$ cat config.mk
export PLATFORM = sky130hd
export DESIGN_NAME = mem_arbiter_flat
export DESIGN_NICKNAME = d
export VERILOG_FILES = /design/src/rtl/mem_arb_pkg.sv /design/src/rtl/mem_arbiter_if.sv /design/src/rtl/mem_arbiter_rr_arb2.sv /design/src/rtl/mem_arbiter.sv /design/src/flat_wrapper.sv
export SDC_FILE = /design/constraint.sdc
export NUM_CORES = 1
export LEC_CHECK = 0
export ABC_AREA = 1
export CORE_ASPECT_RATIO = 0.8
export CORE_MARGIN = 10
export CORE_UTILIZATION = 40
export CTS_BUF_LIST = sky130_fd_sc_hd__clkbuf_4
export DETAILED_ROUTE_END_ITERATION = 8
export MAX_ROUTING_LAYER = met4
export PLACE_DENSITY = 0.81
export SLEW_MARGIN = 20
export SYNTH_ARGS = -nofsm -noshare
export SYNTH_HDL_FRONTEND = slang
export SYNTH_SLANG_ARGS = --single-unit
$ cat constraint.sdc
create_clock -name clk_i -period 2.2 [get_ports clk_i]
set_clock_uncertainty 0.1 [all_clocks]
set_input_delay 0.66 -clock clk_i [delete_from_list [all_inputs] [get_ports clk_i]]
set_output_delay 0.66 -clock clk_i [all_outputs]
set_load 0.03 [all_outputs]
$ cat src/rtl/mem_arb_pkg.sv
// mem_arb_pkg: shared types and widths for the IFU/LSU memory arbiter
package mem_arb_pkg;
  localparam int MEM_ADDR_W = 32;
  localparam int MEM_DATA_W = 32;
  localparam int MEM_MASK_W = 4;
  typedef enum logic [1:0] {IDLE, REQ, WAIT, RESP} state_e;
  typedef enum logic {OWN_IFU = 1'b0, OWN_LSU = 1'b1} owner_e;
endpackage

$ cat src/rtl/mem_arbiter_if.sv
// mem_arbiter_if: IFU, LSU and memfile handshake bundle around the arbiter
interface mem_arbiter_if;
  import mem_arb_pkg::*;
  logic                  ifu_req_i, ifu_gnt_o, ifu_rvalid_o, ifu_err_o;
  logic [MEM_ADDR_W-1:0] ifu_addr_i;
  logic [MEM_DATA_W-1:0] ifu_rdata_o;
  logic                  lsu_req_i, lsu_wen_i, lsu_gnt_o, lsu_rvalid_o, lsu_err_o;
  logic [MEM_ADDR_W-1:0] lsu_addr_i;
  logic [MEM_DATA_W-1:0] lsu_wdata_i, lsu_rdata_o;
  logic [MEM_MASK_W-1:0] lsu_wmask_i;
  logic                  mem_req_o, mem_wen_o, mem_gnt_i, mem_rvalid_i;
  logic [MEM_ADDR_W-1:0] mem_addr_o;
  logic [MEM_DATA_W-1:0] mem_wdata_o, mem_rdata_i;
  logic [MEM_MASK_W-1:0] mem_wmask_o;
  modport slave (
    input  ifu_req_i, ifu_addr_i, lsu_req_i, lsu_wen_i, lsu_addr_i, lsu_wdata_i, lsu_wmask_i,
           mem_gnt_i, mem_rvalid_i, mem_rdata_i,
    output ifu_gnt_o, ifu_rvalid_o, ifu_rdata_o, ifu_err_o,
           lsu_gnt_o, lsu_rvalid_o, lsu_rdata_o, lsu_err_o,
           mem_req_o, mem_addr_o, mem_wdata_o, mem_wmask_o, mem_wen_o
  );
  modport master (
    output ifu_req_i, ifu_addr_i, lsu_req_i, lsu_wen_i, lsu_addr_i, lsu_wdata_i, lsu_wmask_i,
           mem_gnt_i, mem_rvalid_i, mem_rdata_i,
    input  ifu_gnt_o, ifu_rvalid_o, ifu_rdata_o, ifu_err_o,
           lsu_gnt_o, lsu_rvalid_o, lsu_rdata_o, lsu_err_o,
           mem_req_o, mem_addr_o, mem_wdata_o, mem_wmask_o, mem_wen_o
  );
endinterface

$ cat src/rtl/mem_arbiter_rr_arb2.sv
// rr_arb2: two-way round-robin picker; bit 0 = IFU, bit 1 = LSU
module rr_arb2 import mem_arb_pkg::*; (
  input  logic       clk_i,
  input  logic       rst_i,
  input  logic       en_i,
  input  logic [1:0] req_i,
  output logic [1:0] gnt_o
);
  owner_e last_grant;
  logic pick_lsu;
  assign pick_lsu = req_i[1] && (!req_i[0] || last_grant == OWN_IFU);
  assign gnt_o = en_i ? {pick_lsu, req_i[0] && !pick_lsu} : 2'b00;
  always_ff @(posedge clk_i) begin
    if (rst_i) last_grant <= OWN_IFU;
    else if (|gnt_o) last_grant <= pick_lsu ? OWN_LSU : OWN_IFU;
  end
endmodule

$ cat src/rtl/mem_arbiter.sv
// mem_arbiter: shares one memfile port between IFU and LSU, one transaction in flight, with timeout
module mem_arbiter import mem_arb_pkg::*; #(
  parameter int TIMEOUT_CYC = 255
) (
  input logic          clk_i,
  input logic          rst_i,
  mem_arbiter_if.slave bus
);
  localparam int CNT_W = $clog2(TIMEOUT_CYC + 1);
  localparam logic [CNT_W-1:0] CNT_MAX  = CNT_W'(TIMEOUT_CYC);
  localparam logic [CNT_W-1:0] CNT_LAST = CNT_W'(TIMEOUT_CYC - 1);
  state_e                state, state_nxt;
  owner_e                owner;
  logic [1:0]            gnt;
  logic [CNT_W-1:0]      cnt;
  logic                  take, busy, timeout, mem_done, ifu_rv, lsu_rv, wen_q, err_q;
  logic [MEM_ADDR_W-1:0] addr_q;
  logic [MEM_DATA_W-1:0] wdata_q, rdata_q;
  logic [MEM_MASK_W-1:0] wmask_q;
  rr_arb2 u_rr (
    .clk_i (clk_i),
    .rst_i (rst_i),
    .en_i  (state == IDLE),
    .req_i ({bus.lsu_req_i, bus.ifu_req_i}),
    .gnt_o (gnt)
  );
  assign take     = |gnt;
  assign busy     = state == REQ || state == WAIT;
  assign timeout  = busy && cnt >= CNT_LAST;
  assign mem_done = state == WAIT && bus.mem_rvalid_i;
  // a memory event in the final counted cycle takes priority over the timeout
  always_comb begin
    state_nxt = state;
    unique case (state)
      IDLE:    state_nxt = take ? REQ : IDLE;
      REQ:     state_nxt = bus.mem_gnt_i ? WAIT : timeout ? RESP : REQ;
      WAIT:    state_nxt = bus.mem_rvalid_i || timeout ? RESP : WAIT;
      default: state_nxt = IDLE;
    endcase
  end
  always_ff @(posedge clk_i) begin
    if (rst_i) begin
      state   <= IDLE;
      owner   <= OWN_IFU;
      cnt     <= '0;
      addr_q  <= '0;
      wdata_q <= '0;
      wmask_q <= '0;
      wen_q   <= 1'b0;
      rdata_q <= '0;
      err_q   <= 1'b0;
    end else begin
      state <= state_nxt;
      cnt   <= !busy ? '0 : cnt == CNT_MAX ? cnt : cnt + 1'b1;
      if (take) begin
        owner   <= gnt[1] ? OWN_LSU : OWN_IFU;
        addr_q  <= gnt[1] ? bus.lsu_addr_i : bus.ifu_addr_i;
        wdata_q <= gnt[1] ? bus.lsu_wdata_i : '0;
        wmask_q <= gnt[1] && bus.lsu_wen_i ? bus.lsu_wmask_i : '0;
        wen_q   <= gnt[1] && bus.lsu_wen_i;
      end
      if (mem_done) begin
        rdata_q <= wen_q ? '0 : bus.mem_rdata_i;
        err_q   <= 1'b0;
      end else if (busy && state_nxt == RESP) begin
        rdata_q <= '0;
        err_q   <= 1'b1;
      end
    end
  end
  assign ifu_rv           = state == RESP && owner == OWN_IFU;
  assign lsu_rv           = state == RESP && owner == OWN_LSU;
  assign bus.ifu_gnt_o    = gnt[0];
  assign bus.lsu_gnt_o    = gnt[1];
  assign bus.ifu_rvalid_o = ifu_rv;
  assign bus.lsu_rvalid_o = lsu_rv;
  assign bus.ifu_rdata_o  = ifu_rv ? rdata_q : '0;
  assign bus.lsu_rdata_o  = lsu_rv ? rdata_q : '0;
  assign bus.ifu_err_o    = ifu_rv && err_q;
  assign bus.lsu_err_o    = lsu_rv && err_q;
  assign bus.mem_req_o    = state == REQ;
  assign bus.mem_addr_o   = addr_q;
  assign bus.mem_wdata_o  = wdata_q;
  assign bus.mem_wmask_o  = wmask_q;
  assign bus.mem_wen_o    = wen_q;
endmodule
$ cat src/flat_wrapper.sv
// flat-port wrapper written by rule: the top's interface ports become plain ports
module mem_arbiter_flat import mem_arb_pkg::*;
#(
  parameter int TIMEOUT_CYC = 255
)
  (clk_i, rst_i, bus_ifu_req_i, bus_ifu_addr_i, bus_lsu_req_i, bus_lsu_wen_i, bus_lsu_addr_i, bus_lsu_wdata_i, bus_lsu_wmask_i, bus_mem_gnt_i, bus_mem_rvalid_i, bus_mem_rdata_i, bus_ifu_gnt_o, bus_ifu_rvalid_o, bus_ifu_rdata_o, bus_ifu_err_o, bus_lsu_gnt_o, bus_lsu_rvalid_o, bus_lsu_rdata_o, bus_lsu_err_o, bus_mem_req_o, bus_mem_addr_o, bus_mem_wdata_o, bus_mem_wmask_o, bus_mem_wen_o);
  mem_arbiter_if bus_i ();
  input logic clk_i;
  input logic rst_i;
  input wire logic [$bits(bus_i.ifu_req_i)-1:0] bus_ifu_req_i;
  input wire logic [$bits(bus_i.ifu_addr_i)-1:0] bus_ifu_addr_i;
  input wire logic [$bits(bus_i.lsu_req_i)-1:0] bus_lsu_req_i;
  input wire logic [$bits(bus_i.lsu_wen_i)-1:0] bus_lsu_wen_i;
  input wire logic [$bits(bus_i.lsu_addr_i)-1:0] bus_lsu_addr_i;
  input wire logic [$bits(bus_i.lsu_wdata_i)-1:0] bus_lsu_wdata_i;
  input wire logic [$bits(bus_i.lsu_wmask_i)-1:0] bus_lsu_wmask_i;
  input wire logic [$bits(bus_i.mem_gnt_i)-1:0] bus_mem_gnt_i;
  input wire logic [$bits(bus_i.mem_rvalid_i)-1:0] bus_mem_rvalid_i;
  input wire logic [$bits(bus_i.mem_rdata_i)-1:0] bus_mem_rdata_i;
  output wire logic [$bits(bus_i.ifu_gnt_o)-1:0] bus_ifu_gnt_o;
  output wire logic [$bits(bus_i.ifu_rvalid_o)-1:0] bus_ifu_rvalid_o;
  output wire logic [$bits(bus_i.ifu_rdata_o)-1:0] bus_ifu_rdata_o;
  output wire logic [$bits(bus_i.ifu_err_o)-1:0] bus_ifu_err_o;
  output wire logic [$bits(bus_i.lsu_gnt_o)-1:0] bus_lsu_gnt_o;
  output wire logic [$bits(bus_i.lsu_rvalid_o)-1:0] bus_lsu_rvalid_o;
  output wire logic [$bits(bus_i.lsu_rdata_o)-1:0] bus_lsu_rdata_o;
  output wire logic [$bits(bus_i.lsu_err_o)-1:0] bus_lsu_err_o;
  output wire logic [$bits(bus_i.mem_req_o)-1:0] bus_mem_req_o;
  output wire logic [$bits(bus_i.mem_addr_o)-1:0] bus_mem_addr_o;
  output wire logic [$bits(bus_i.mem_wdata_o)-1:0] bus_mem_wdata_o;
  output wire logic [$bits(bus_i.mem_wmask_o)-1:0] bus_mem_wmask_o;
  output wire logic [$bits(bus_i.mem_wen_o)-1:0] bus_mem_wen_o;
  assign bus_i.ifu_req_i = bus_ifu_req_i;
  assign bus_i.ifu_addr_i = bus_ifu_addr_i;
  assign bus_i.lsu_req_i = bus_lsu_req_i;
  assign bus_i.lsu_wen_i = bus_lsu_wen_i;
  assign bus_i.lsu_addr_i = bus_lsu_addr_i;
  assign bus_i.lsu_wdata_i = bus_lsu_wdata_i;
  assign bus_i.lsu_wmask_i = bus_lsu_wmask_i;
  assign bus_i.mem_gnt_i = bus_mem_gnt_i;
  assign bus_i.mem_rvalid_i = bus_mem_rvalid_i;
  assign bus_i.mem_rdata_i = bus_mem_rdata_i;
  assign bus_ifu_gnt_o = bus_i.ifu_gnt_o;
  assign bus_ifu_rvalid_o = bus_i.ifu_rvalid_o;
  assign bus_ifu_rdata_o = bus_i.ifu_rdata_o;
  assign bus_ifu_err_o = bus_i.ifu_err_o;
  assign bus_lsu_gnt_o = bus_i.lsu_gnt_o;
  assign bus_lsu_rvalid_o = bus_i.lsu_rvalid_o;
  assign bus_lsu_rdata_o = bus_i.lsu_rdata_o;
  assign bus_lsu_err_o = bus_i.lsu_err_o;
  assign bus_mem_req_o = bus_i.mem_req_o;
  assign bus_mem_addr_o = bus_i.mem_addr_o;
  assign bus_mem_wdata_o = bus_i.mem_wdata_o;
  assign bus_mem_wmask_o = bus_i.mem_wmask_o;
  assign bus_mem_wen_o = bus_i.mem_wen_o;
  mem_arbiter #(.TIMEOUT_CYC(TIMEOUT_CYC)) u_core (.clk_i(clk_i), .rst_i(rst_i), .bus(bus_i));
endmodule
### Word level (Yosys, flattened, before mapping)

Cells that the tools add are included.

* register bits after elaboration: 114

* $add $sub $neg: 1
* magnitude comparators: 1
* equal/unequal tests: 5
* muxes and demuxes: 16
* bitwise operators: 3
* reductions and logical operators: 20

Operator list (number)
* 2-to-1 mux 32 bit: 7
* logical AND 1 bit: 10
* adder 8 x 1 -> 8 bit, second input constant: 1
* == test 8 bit, second input constant: 1
* >= comparator 8 bit, second input constant: 1
* == test 2 bit, second input constant: 3
* 2-to-1 mux 2 bit: 3
* one-hot mux 2 bit (3 select lines): 1
* OR reduction 2 bit: 3
* 2-to-1 mux 1 bit: 4
* 2-to-1 mux 4 bit: 1
* logical OR 1 bit: 3
* inverter 1 bit: 3
* == test 2 x 1 -> 1 bit, second input constant: 1
* zero test 1 bit: 2
* zero test 2 bit: 1
* nonzero test 2 bit: 1

### Logic depth before layout (Yosys ltp)

* depth after elaboration: 13
* mapped depth: 12
* mapped depth without buffers: 11

### Cells and area by module

A second synthesis with hierarchy kept.

* cell total of the unflattened synthesis: 690
* area total of the unflattened synthesis: 4957.3 um^2

By module, submodules not included
* mem_arbiter: instances 1, cells an instance 675, area each 4880.9 um^2, sequential area each 2262.2 um^2
* rr_arb2: instances 1, cells an instance 15, area each 76.3 um^2, sequential area each 20.0 um^2

### Worst setup path after synthesis

No wires, ideal clock.

* kind: flip-flop to output port
* from: reg u_core.state[0]
* to: out bus_ifu_rdata_o[10]
* arrival: 1.859 ns
* setup slack: -0.419 ns
* cell stages (with the launch flop): 7
* path buffers: 1
* path through: dfxtp_1 ha_1 inv_1 nor2_1 inv_1 buf_1 nor2_1

* longest elaborated chain between the ends: 3

Ends and longest elaborated chain
* from (decl): line mem_arbiter.sv:12 `state_e state, state_nxt;`
* from (signal assigned): line mem_arbiter.sv:53 `state <= state_nxt;`
* == test 2 bit: line mem_arbiter.sv:71 `assign ifu_rv = state == RESP && owner == OWN_IFU;`
* logical AND 1 bit: line mem_arbiter.sv:71
* named net bus_ifu_rvalid_o: line flat_wrapper.sv:21 `output wire logic [$bits(bus_i.ifu_rvalid_o)-1:0] bus_ifu_rvalid_o;`
* 2-to-1 mux 32 bit: line mem_arbiter.sv:77 `assign bus.ifu_rdata_o = ifu_rv ? rdata_q : '0;`
* to (decl): line flat_wrapper.sv:22 `output wire logic [$bits(bus_i.ifu_rdata_o)-1:0] bus_ifu_rdata_o;`

The timed path passes the listed nets, and every way through them passes these cells.

### Worst setup path in the final report

* from: reg u_core.state[0]
* to: out bus_ifu_rdata_o[29]

* longest elaborated chain between the ends: 3

Ends and longest elaborated chain (line)
* == test 2 bit: mem_arbiter.sv:71
* logical AND 1 bit: mem_arbiter.sv:71
* 2-to-1 mux 32 bit: mem_arbiter.sv:77

No other way between the ends.

==> PnR_summary.wiki <==
{| class="wikitable"
! Metric !! Value
|-
| Required time of the critical path || 1.44 ns
|-
| Worst path top cell family by delay || buffers and inverters
|-
| Post-layout min period || 2.41 ns
|-
| Unrepaired setup endpoints after global routing || true
|-
| Fraction of layout cells with a size suffix above 1 || 21.8%
|-
| Overall via count from detail_route || 5575
|-
| Setup Viol. Count Final || 70
|-
| Pre-CTS WS || -0.170 ns
|-
| Maximum cell stage delay along the critical path || 0.36 ns
|-
| Final period utilization || 110%
|-
| Sw frac || between 30 and 40%
|-
| Max cap viols || 0
|-
| Maximum buffer depth of the clock tree || 2
|-
| Power per Cell Area || between 600 and 700 nW/um^2
|-
| Type of element launching the critical path || register
|-
| Sequential Area || 2280 sq um
|-
| Number of warnings printed during yosys synthesis || 0
|-
| Die width || 144 microns
|-
| Highest Clock Rate || 0.415 GHz
|-
| H-tree level count || 4
|-
| Clk sinks || 114
|-
| Library cell contributing the largest single delay on the critical path || sky130_fd_sc_hd__dfxtp_2
|-
| Global-route wire length before repair || slightly below 30000 microns
|-
| Violations in the final reports || setup timing
|-
| Synth Cell Area || between 4000 and 5000 sq um
|-
| Worst endpoint data arrival time || approximately 1.7 ns
|-
| Share of Yosys cell area claimed by the top area cell type || 46.4%
|-
| Number of flops mapped to enable cells by yosys || 0
|-
| Part of the power in the clock network || 27.7%
|-
| Final hold viol count || 0
|-
| Initial antenna violation count || 2
|-
| Largest fanout of any net on the critical path || 9
|-
| Remaining global-route overflow || 0
|-
| Maximum VDD drop || around 0.53 mV
|-
| Critical path endpoint category || output port
|-
| Antenna Violating Nets Remaining || 0
|-
| Cell type with the largest total area after synthesis || sky130_fd_sc_hd__dfxtp_1
|-
| Post-synth net total || 828
|-
| Clock latency reported for the late side of the worst-skew pair || 0.52 ns
|-
| Fraction of power consumed by sequential logic || between 40% and 50%
|-
| Proportion of power drawn by combinational gates || 29.3%
|-
| Layout Cells excl Fill || 1140
|-
| Buffers added on ports || around 280
|-
| Least-Margin Pin Slew || 0.413 ns
|-
| Mean cell area of the mapped netlist || 7.21 sq um
|-
| Share of flip-flops with an asynchronous set or reset after synthesis || 0%
|-
| Largest net degree at the start of global routing || 74
|-
| Leakage dissipation || about 3.5 nW
|-
| Distinct cell type count of the synthesized netlist || 27
|-
| Seq cells post-synth || 114
|-
| Area added between synthesis and finish || 76.6%
|-
| Top cells by area in the synthesized netlist || sky130_fd_sc_hd__dfxtp_1, sky130_fd_sc_hd__nand2_1, sky130_fd_sc_hd__a21oi_1
|-
| Die Area || 17200 sq um
|-
| Number of primary I/O pins || 279
|-
| Final routed wirelength across all metal layers || 19200 microns
|-
| Switching component of the power || roughly 1.8 mW
|-
| Number of rows in the core area || 36
|-
| Crit path buffers/inverters || 4
|-
| Starting DRC count in detailed routing || 332
|-
| Routed vias/inst || 4.89
|-
| Half-perimeter wire length of the detailed placement result || between 10000 and 15000 microns
|-
| Routability congestion estimate from global placement || around 0.84
|-
| Std-Cell Core Area || 12100 sq um
|-
| Final nets || about 1100
|-
| Category of the critical setup timing path || register to output port
|-
| Sequential element share of the synthesized area || 46.4%
|-
| Die Y || 119 microns
|-
| Clock tree from TritonCTS || built
|-
| Final slew viol count || 0
|-
| CTS Hold Buffers Added || 0
|-
| Internal power contribution || 3.56 mW
|-
| Number of global-route vias before repair || ~5500
|-
| Ys flop type || sky130_fd_sc_hd__dfxtp_1
|-
| Clock transition at the register clock pins on the worst setup and hold paths after CTS || 0.11 ns
|-
| Normalized max-slew margin || 72.6%
|-
| Cell with the most instances on the worst path || sky130_fd_sc_hd__nor2_4
|-
| Ordered list of cells on the worst path || ha_4 > inv_2 > nor2_4 > inv_6 > buf_16 > nor2_4 > buf_6
|-
| Overall routing resource usage || 22.2%
|-
| Number of cells produced by synthesis || 682
|-
| # placed instances || 1093
|-
| Area of the multi-input gates || 2550 sq um
|-
| Detail-routed net length per standard cell || 16.8 microns
|-
| Type of the tightest min-delay check || register to register
|-
| Final worst-path setup slack || -0.211 ns
|-
| Final routed DRC violation total || 0
|-
| Effective utilization at floorplan || 40.6%
|-
| CTS buffer count || 17
|-
| Total iterations of the first detailed-routing run || 5
|-
| Run status || finished, violations left
|-
| Number of fillers in the final layout || 1008
|-
| Clock root buffer master || sky130_fd_sc_hd__clkbuf_4
|}
[Yosys cell counts, types with 2 or more instances]
master / count
sky130_fd_sc_hd__buf_2: 12
sky130_fd_sc_hd__nand2_1: 189
sky130_fd_sc_hd__a21oi_2: 3
sky130_fd_sc_hd__xor2_1: 2
sky130_fd_sc_hd__xnor2_1: 2
sky130_fd_sc_hd__dfxtp_1: 114
sky130_fd_sc_hd__a21oi_1: 73
sky130_fd_sc_hd__nand2_2: 2
sky130_fd_sc_hd__clkbuf_1: 26
sky130_fd_sc_hd__a31oi_1: 34
sky130_fd_sc_hd__nand3_1: 26
sky130_fd_sc_hd__inv_1: 51
sky130_fd_sc_hd__buf_1: 5
sky130_fd_sc_hd__nor2_1: 79
sky130_fd_sc_hd__nor3_1: 2
sky130_fd_sc_hd__ha_1: 7
sky130_fd_sc_hd__o21ai_0: 34
sky130_fd_sc_hd__buf_6: 3
sky130_fd_sc_hd__nand3_2: 10
[tightest hold or removal path: stages, from the launching register on]
cell	delay, ns
sky130_fd_sc_hd__dfxtp_1	0.32
sky130_fd_sc_hd__nand2_1	0.06
sky130_fd_sc_hd__a21oi_1	0.05
[path summary, 6_finish.rpt]
path	start	to	slack [ns]	depth (start not counted)
max	u_core.state[0]	bus_ifu_rdata_o[29]	-0.21	7
max reg2reg	u_core.state[1]	u_core.rdata_q[11]	0.17	11
min reg2reg	u_core.bus.mem_wdata_o[22]	u_core.bus.mem_wdata_o[22]	0.37	2
min	u_core.bus.mem_wdata_o[22]	u_core.bus.mem_wdata_o[22]	0.37	2
[power by group through the flow]
stage,sequential (mW),clock [mW],combinational (mW)
after floorplan,2.65,0,0.525
after global placement,2.37,0,1.59
after detailed placement,2.37,0,1.59
after CTS,2.32,1.54,1.58
after global routing,2.34,1.63,1.70
final,2.32,1.50,1.58
[cell families after synthesis]
group | count (synthesis) | share of synthesized area [%]
adder cells (fa/ha/maj) | 7 | 1.78
AO/OA/AOI/OAI | 147 | 16.4
buffers and inverters | 98 | 8.25
AND/OR/NAND/NOR | 312 | 26.4
XOR/XNOR | 4 | 0.713
flip-flops | 114 | 46.4
[flip-flops by register name, summed over array words and instances, names as in the netlist]
name and flops:
u_core.bus.mem_addr_o 32, u_core.bus.mem_wdata_o 32, u_core.rdata_q 32, u_core.cnt 8, u_core.bus.mem_wmask_o 4, u_core.state 2, u_core.bus.mem_wen_o 1, u_core.err_q 1
u_core.owner 1, u_core.u_rr.last_grant 1
[metrics by stage]
stage	instance area (sq um)	TNS (ns)	util [%]	hold WS, ns	power [mW]
floorplan	5150	0	-	0.346	3.17
CTS	8630	-13.88	71.2	0.364	5.43
global placement	8070	-3.01	66.6	0.348	3.95
detailed placement	8070	-4.78	66.6	0.354	3.96
global route	8680	-18.78	71.7	0.383	5.67
finish	8680	-10.76	71.7	0.365	5.40
[placed cells by master, fill, tap and decap left out, types with 2 or more instances in the layout]
cell	Yosys	layout
sky130_fd_sc_hd__diode_2	0	2
sky130_fd_sc_hd__nor2_4	1	35
sky130_fd_sc_hd__nand2_1	189	187
sky130_fd_sc_hd__a31oi_1	34	34
sky130_fd_sc_hd__inv_1	51	46
sky130_fd_sc_hd__nand3_2	10	9
sky130_fd_sc_hd__a21oi_1	73	72
sky130_fd_sc_hd__dfxtp_2	0	2
sky130_fd_sc_hd__dlygate4sd2_1	0	70
sky130_fd_sc_hd__ha_4	0	2
sky130_fd_sc_hd__o21ai_0	34	34
sky130_fd_sc_hd__xnor2_1	2	2
sky130_fd_sc_hd__buf_16	0	3
sky130_fd_sc_hd__clkinv_4	0	2
sky130_fd_sc_hd__xor2_1	2	2
sky130_fd_sc_hd__a21oi_4	1	2
sky130_fd_sc_hd__buf_4	0	59
sky130_fd_sc_hd__inv_2	1	2
sky130_fd_sc_hd__ha_1	7	5
sky130_fd_sc_hd__inv_6	0	3
sky130_fd_sc_hd__nor3_1	2	2
sky130_fd_sc_hd__clkdlybuf4s50_1	0	135
sky130_fd_sc_hd__nand3_1	26	26
sky130_fd_sc_hd__nor2_2	1	7
sky130_fd_sc_hd__a21oi_2	3	3
sky130_fd_sc_hd__buf_12	0	11
sky130_fd_sc_hd__nor2_1	79	39
sky130_fd_sc_hd__clkinv_2	0	2
sky130_fd_sc_hd__dfxtp_1	114	112
sky130_fd_sc_hd__inv_4	0	3
sky130_fd_sc_hd__nand3_4	1	2
sky130_fd_sc_hd__clkbuf_4	0	17
sky130_fd_sc_hd__nand2_2	2	3
sky130_fd_sc_hd__clkinvlp_4	0	4
sky130_fd_sc_hd__bufinv_16	0	2
sky130_fd_sc_hd__buf_6	3	40
[area by class of cell]
class                      count  area share, %
tap                          152           2.19
sequential                   114           26.3
clock inverter                13           1.60
multi-input combinational    470           29.4
antenna                        2         0.0576
timing repair buffer         320           36.6
inverter                      52           2.39
clock buffer                  17           1.47
[layer usage]
| layer | part of all wire (%) | global-route usage, % | vias up |
|---|---|---|---|
| li1 | - | - | 2794 |
| met1 | 39 | 24.1 | 2533 |
| met2 | 49 | 35.9 | 233 |
| met3 | 11 | 9.89 | 15 |
| met4 | 1.3 | 6.31 | 0 |
| met5 | 0 | - | - |
[timing repair]
| action | CTS | global route |
|---|---|---|
| buffers inserted | 10 | 2 |
| hold endpoints to repair | 0 | 0 |
| endpoints found under the setup margin | 140 | 72 |
| pin swaps | 4 | 2 |
| gates cloned | 3 | 0 |
| gates resized for setup | 134 | 12 |
(Power assumes the default switching activity.)
